$ cat src/rtl/bit_serial_alu_pkg.sv
`default_nettype none
// ============================================================================
// Module   : bit_serial_alu_pkg
// Brief    : Op codes and FSM state encoding shared by the bit-serial ALU.
// Revision : 1.0 - initial release
// ============================================================================
package bit_serial_alu_pkg;

  localparam logic [2:0] OP_AND = 3'd0;
  localparam logic [2:0] OP_OR  = 3'd1;
  localparam logic [2:0] OP_ADD = 3'd2;
  localparam logic [2:0] OP_SUB = 3'd6;

  typedef enum logic [1:0] {
    IDLE = 2'd0,
    RUN  = 2'd1,
    DONE = 2'd2
  } state_t;

endpackage
`default_nettype wire

$ cat src/rtl/bit_serial_alu_slice.sv
`default_nettype none
// ============================================================================
// Module   : alu_bit_slice
// Brief    : Combinational 1-bit ALU slice (AND / OR / ADD, SUB as ADD).
//            Option macro: BIT_SERIAL_ALU_SUB_EN (op 6 handled as ADD).
// Revision : 1.0 - initial release
// ============================================================================
module alu_bit_slice
  import bit_serial_alu_pkg::*;
(
  input  logic       a,
  input  logic       b,
  input  logic       cin,
  input  logic [2:0] op,
  output logic       res,
  output logic       cout
);

  // Logic ops and unused codes never produce a carry.
  always_comb begin
    res  = 1'b0;
    cout = 1'b0;
    case (op)
      OP_AND: res = a & b;
      OP_OR:  res = a | b;
      OP_ADD: begin
        res  = a ^ b ^ cin;
        cout = (a & b) | (a & cin) | (b & cin);
      end
`ifdef BIT_SERIAL_ALU_SUB_EN
      // B was already inverted at accept, so subtract is a plain add here.
      OP_SUB: begin
        res  = a ^ b ^ cin;
        cout = (a & b) | (a & cin) | (b & cin);
      end
`endif
      default: begin
        res  = 1'b0;
        cout = 1'b0;
      end
    endcase
  end

endmodule
`default_nettype wire

$ cat src/rtl/bit_serial_alu.sv
`default_nettype none
// ============================================================================
// Module   : bit_serial_alu
// Brief    : WIDTH-bit ALU evaluated one bit per clock, LSB first, through a
//            single alu_bit_slice. Valid/ready on both command and result.
//            Option macro: BIT_SERIAL_ALU_SUB_EN enables op 6 (SUB).
// Revision : 1.0 - initial release
// ============================================================================
module bit_serial_alu
  import bit_serial_alu_pkg::*;
#(
  parameter int WIDTH = 8
) (
  input  logic             clk,
  input  logic             rst_n,
  input  logic             in_valid,
  output logic             in_ready,
  input  logic [WIDTH-1:0] a,
  input  logic [WIDTH-1:0] b,
  input  logic [2:0]       op,
  output logic             out_valid,
  input  logic             out_ready,
  output logic [WIDTH-1:0] result,
  output logic             cout,
  output logic             busy
);

  localparam int CNT_W = $clog2(WIDTH);
  localparam logic [CNT_W-1:0] LAST_BIT = CNT_W'(WIDTH - 1);

  state_t           state;
  logic [WIDTH-1:0] a_sh;
  logic [WIDTH-1:0] b_sh;
  logic [2:0]       op_r;
  logic             carry;
  logic [WIDTH-1:0] res_r;
  logic [CNT_W-1:0] cnt;
  logic             slice_res;
  logic             slice_cout;
  logic [WIDTH-1:0] b_entry;
  logic             carry_entry;

  alu_bit_slice u_slice (
    .a    (a_sh[0]),
    .b    (b_sh[0]),
    .cin  (carry),
    .op   (op_r),
    .res  (slice_res),
    .cout (slice_cout)
  );

`ifdef BIT_SERIAL_ALU_SUB_EN
  // Subtract is computed as A + ~B + 1.
  assign b_entry     = (op == OP_SUB) ? ~b : b;
  assign carry_entry = (op == OP_SUB);
`else
  assign b_entry     = b;
  assign carry_entry = 1'b0;
`endif

  // Handshake outputs decode only from the state register.
  assign in_ready  = (state == IDLE);
  assign out_valid = (state == DONE);
  assign busy      = (state == RUN) || (state == DONE);
  assign result    = res_r;
  assign cout      = carry;

  // Command FSM: accept, shift WIDTH bits through the slice, hold result.
  always_ff @(posedge clk) begin
    if (!rst_n) begin
      state <= IDLE;
      a_sh  <= '0;
      b_sh  <= '0;
      op_r  <= OP_AND;
      carry <= 1'b0;
      res_r <= '0;
      cnt   <= '0;
    end else begin
      case (state)
        IDLE: begin
          if (in_valid) begin
            a_sh  <= a;
            b_sh  <= b_entry;
            op_r  <= op;
            carry <= carry_entry;
            res_r <= '0;
            cnt   <= '0;
            state <= RUN;
          end
        end
        RUN: begin
          // Result bits enter at the MSB so the first (LSB) ends at bit 0.
          res_r <= {slice_res, res_r[WIDTH-1:1]};
          carry <= slice_cout;
          a_sh  <= a_sh >> 1;
          b_sh  <= b_sh >> 1;
          cnt   <= cnt + 1'b1;
          if (cnt == LAST_BIT) begin
            state <= DONE;
          end
        end
        DONE: begin
          if (out_ready) begin
            state <= IDLE;
          end
        end
        default: state <= IDLE;
      endcase
    end
  end

endmodule
`default_nettype wire

$ cat config.mk
export PLATFORM = sky130hd
export DESIGN_NAME = bit_serial_alu
export DESIGN_NICKNAME = d
export VERILOG_FILES = /design/src/rtl/bit_serial_alu_pkg.sv /design/src/rtl/bit_serial_alu_slice.sv /design/src/rtl/bit_serial_alu.sv
export SDC_FILE = /design/constraint.sdc
export NUM_CORES = 1
export LEC_CHECK = 0
export ABC_AREA = 1
export CELL_PAD_IN_SITES_DETAIL_PLACEMENT = 0
export CELL_PAD_IN_SITES_GLOBAL_PLACEMENT = 1
export CORE_AREA = 2 2 88 56
export CTS_BUF_LIST = sky130_fd_sc_hd__clkbuf_4 sky130_fd_sc_hd__clkbuf_8
export DETAILED_ROUTE_END_ITERATION = 16
export DIE_AREA = 0 0 90 58
export PLACE_DENSITY_LB_ADDON = 0.1
export SLEW_MARGIN = 25
export SYNTH_ARGS = -nofsm -noshare
export SYNTH_HDL_FRONTEND = slang
export SYNTH_SLANG_ARGS = --single-unit
$ cat constraint.sdc
create_clock -name clk -period 1.99 [get_ports clk]
set_input_delay 0.2985 -clock clk [delete_from_list [all_inputs] [get_ports clk]]
set_output_delay 0.2985 -clock clk [all_outputs]
set_load 0.02 [all_outputs]
==> results.toml <==
[clock_tree]
cts_inserted_buffers = 5
cts_max_level = 2
clock_sinks = 33
clkTransAtPathRegs_ns = 0.07
cts-root-buf = "clkbuf_8"
cts_tree = "done"
clk_latency_ns = 0.28
cts_buffer_depth = 2
ctsHoldBuffers = 0

[worst_setup_path]
critPathArrivalTime_ns = 1.63
cp-startpoint = "state[0]$_SDFFE_PN0P_"
critPathTopFamily = "buffers and inverters"
reg2reg_from = "state[1]$_SDFFE_PN0P_"
cpPeakStageDelay_ns = 0.59
reg2regPathDepth = 7
critPathKind = "reg -> out"
critical_path_depth = 3
crit_path_end_kind = "primary output"
cp_cell_sequence = "inv_1 > ha_1 > clkdlybuf4s50_1"
critPathMaxFanout = 4
slowest_stage = "clkdlybuf4s50_1"
cp.required_ns = 1.69
setup.worst_path.start_class = "flip-flop"
cp.buffers_inverters = 2

[die]
dieHeight_um = 58
core_um2 = 4420
start_util_pct = 34.9
num_io_pins = 35
die-area_um2 = 5220
die_w_um = 90
rows = 19

[global_routing]
grt_pass1_wl_um = 6140
grt_max_degree = 27
gr-usage-all-layers_pct = 14.8
grt_pass1_vias = 1340
antenna_found_initial = 0
overflow = 0

[detailed_routing]
drc = 0
drt_iter0_drc = 43
firstDrtPassIters = 4
route.final.wire_length_um = 3470
dr_total_vias = 1411
wl_per_cell_um = 10.9
via_per_inst = 4.41
ant_nets = 0

[timing]
fmax_mhz = 520
final.period_utilization_pct = 96.7
clock_skew_ns = 0.00777
finalSetupViolCount = 0
slew_headroom_pct = 72.4
slew_viol_final = 0
period_needed_ns = 1.92
rsz0062_at_grt = "false"
worst_slew_pin_slew_ns = 0.414
finalHoldViolCount = 0
tns_ns = 0

[synth]
ys_seq_area_share_pct = 42.9
ys_warn_count = 0
synth-seq-cells = 33
syn_area_um2 = 1540
synthesis.nets = 254
synth_cells = 221
synthDistinctLibCells = 18
postSynthAreaPerCell_um2 = 6.98

[layout]
nFillCells = 468
antenna_cells = 0
area_growth_pct = 34.3
drive_above_1_share_pct = 6.61
fin_nets = 289

[power]
power_density_nw_per_um2 = 1400
ir_worst_vdd_v = 0.000482
power.leakage_nw = 0.885
finalPower_mw = 2.90

[placed_design]
gp_congestion = 0.772
io_buffers = 34
dp_hpwl_um = 2310

[hold_path]
hold_path.class = "reg -> reg"
holdPathStages = 2
worstHoldStart = "b_sh[7]$_SDFFE_PN0P_"

[run_status]
status = "finished clean"

[run]
maxCapViolCount = 0
## per-stage QoR
stage	util, %	cells	area (um2)	setup slack [ns]	hold slack, ns
6_report	46.8	320	2070	0.0653	0.465
5_1_grt	46.8	320	2070	0.0175	0.476
4_1_cts	46.8	320	2070	0.0560	0.467
3_5_place_dp	44.2	312	1960	0.280	0.457
3_3_place_gp	44.2	312	1960	0.306	0.451
2_1_floorplan	-	221	1540	0.488	0.435
## where the power goes
part           switching [mW]  internal, mW  leakage, nW
Clock                   0.259         0.375       0.0543
Sequential              0.102         0.844        0.270
Combinational           0.827         0.492        0.560
Total                    1.19          1.71        0.885
## worst paths after layout
| check | endpoint | slack [ns] |
|---|---|---|
| setup / recovery | busy | 0.07 |
| hold / removal | b_sh[7]$_SDFFE_PN0P_ | 0.47 |
| setup reg to reg | state[0]$_SDFFE_PN0P_ | 0.36 |
| hold reg to reg | b_sh[7]$_SDFFE_PN0P_ | 0.47 |
## registers in the layout (all words and copies together) (netlist names)
name and flops:
cout 1, b_sh 8, state 2, result 8
a_sh 8, cnt 3, op_r 3
## cell families (layout without fill, tap and decap cells)
family | after synthesis | count (layout) | share of synthesized area [%]
DFF | 33 | 33 | 42.9
adders and majority gates | 10 | 10 | 8.60
AOI/OAI and AO/OA | 39 | 39 | 13.1
and+or+nand+nor | 116 | 116 | 28.7
buffers and inverters | 23 | 59 | 6.74
## cells in the final DEF, fill, tap and decap left out
cell type and n:
a21oi_1 17, a21oi_2 1, buf_12 1, buf_4 4, bufinv_16 1, clkbuf_8 5
clkdlybuf4s50_1 33, clkinv_1 1, clkinv_4 1, clkinvlp_4 1, dfxtp_1 33, dlygate4sd2_1 1
fa_1 1, ha_1 9, inv_1 10, inv_2 1, nand2_1 76, nand2_2 1
nand3_1 4, nor2_1 35, o211ai_1 1, o21ai_0 13, o21ai_1 6, o21ai_2 1
## cells in the mapped netlist
master    count  area share, %
nand2_2       1           0.41
buf_4         3            1.5
clkbuf_1      3           0.73
o21ai_1       7            2.3
inv_2         1           0.24
nand3_1       4            1.3
o21ai_0      13            4.2
o211ai_1      1           0.49
ha_1          9            7.3
buf_2         5            1.6
nand2_1      76             19
inv_1        10            2.4
a21oi_1      17            5.5
a21oi_2       1           0.57
fa_1          1            1.3
nor2_1       35            8.5
dfxtp_1      33             43
clkinv_1      1           0.24
## routing by layer
metal	wire (um)	vias up	part of all wire, %	global-route usage (%)
li1	-	764	-	-
met1	1910	615	55	21.2
met2	1370	27	39	21.4
met3	165	5	4.8	4.81
met4	31	0	0.89	4.40
met5	0	-	0	0
## worst register-to-register path, stage by stage, from the launching register on
cell and delay, ns:
dfxtp_1 0.32, inv_1 0.13, ha_1 0.31, inv_2 0.20
o211ai_1 0.38, nand2_1 0.09, nand2_1 0.07, nor2_1 0.04
## layout make-up
class,count,area [um2],area share [%]
tap,63,78.8,3.81
multi-input combinational,165,781,37.7
timing repair buffer,39,389,18.8
clock inverter,3,46.3,2.24
clock buffer,5,68.8,3.33
sequential,33,661,31.9
inverter,12,45.0,2.18
## timing repair
item                                    4_1_cts  5_1_grt
setup buffers                                 0        0
resized for setup                             1        0
endpoints found under the setup margin        1        0
(Power assumes the default switching activity.)
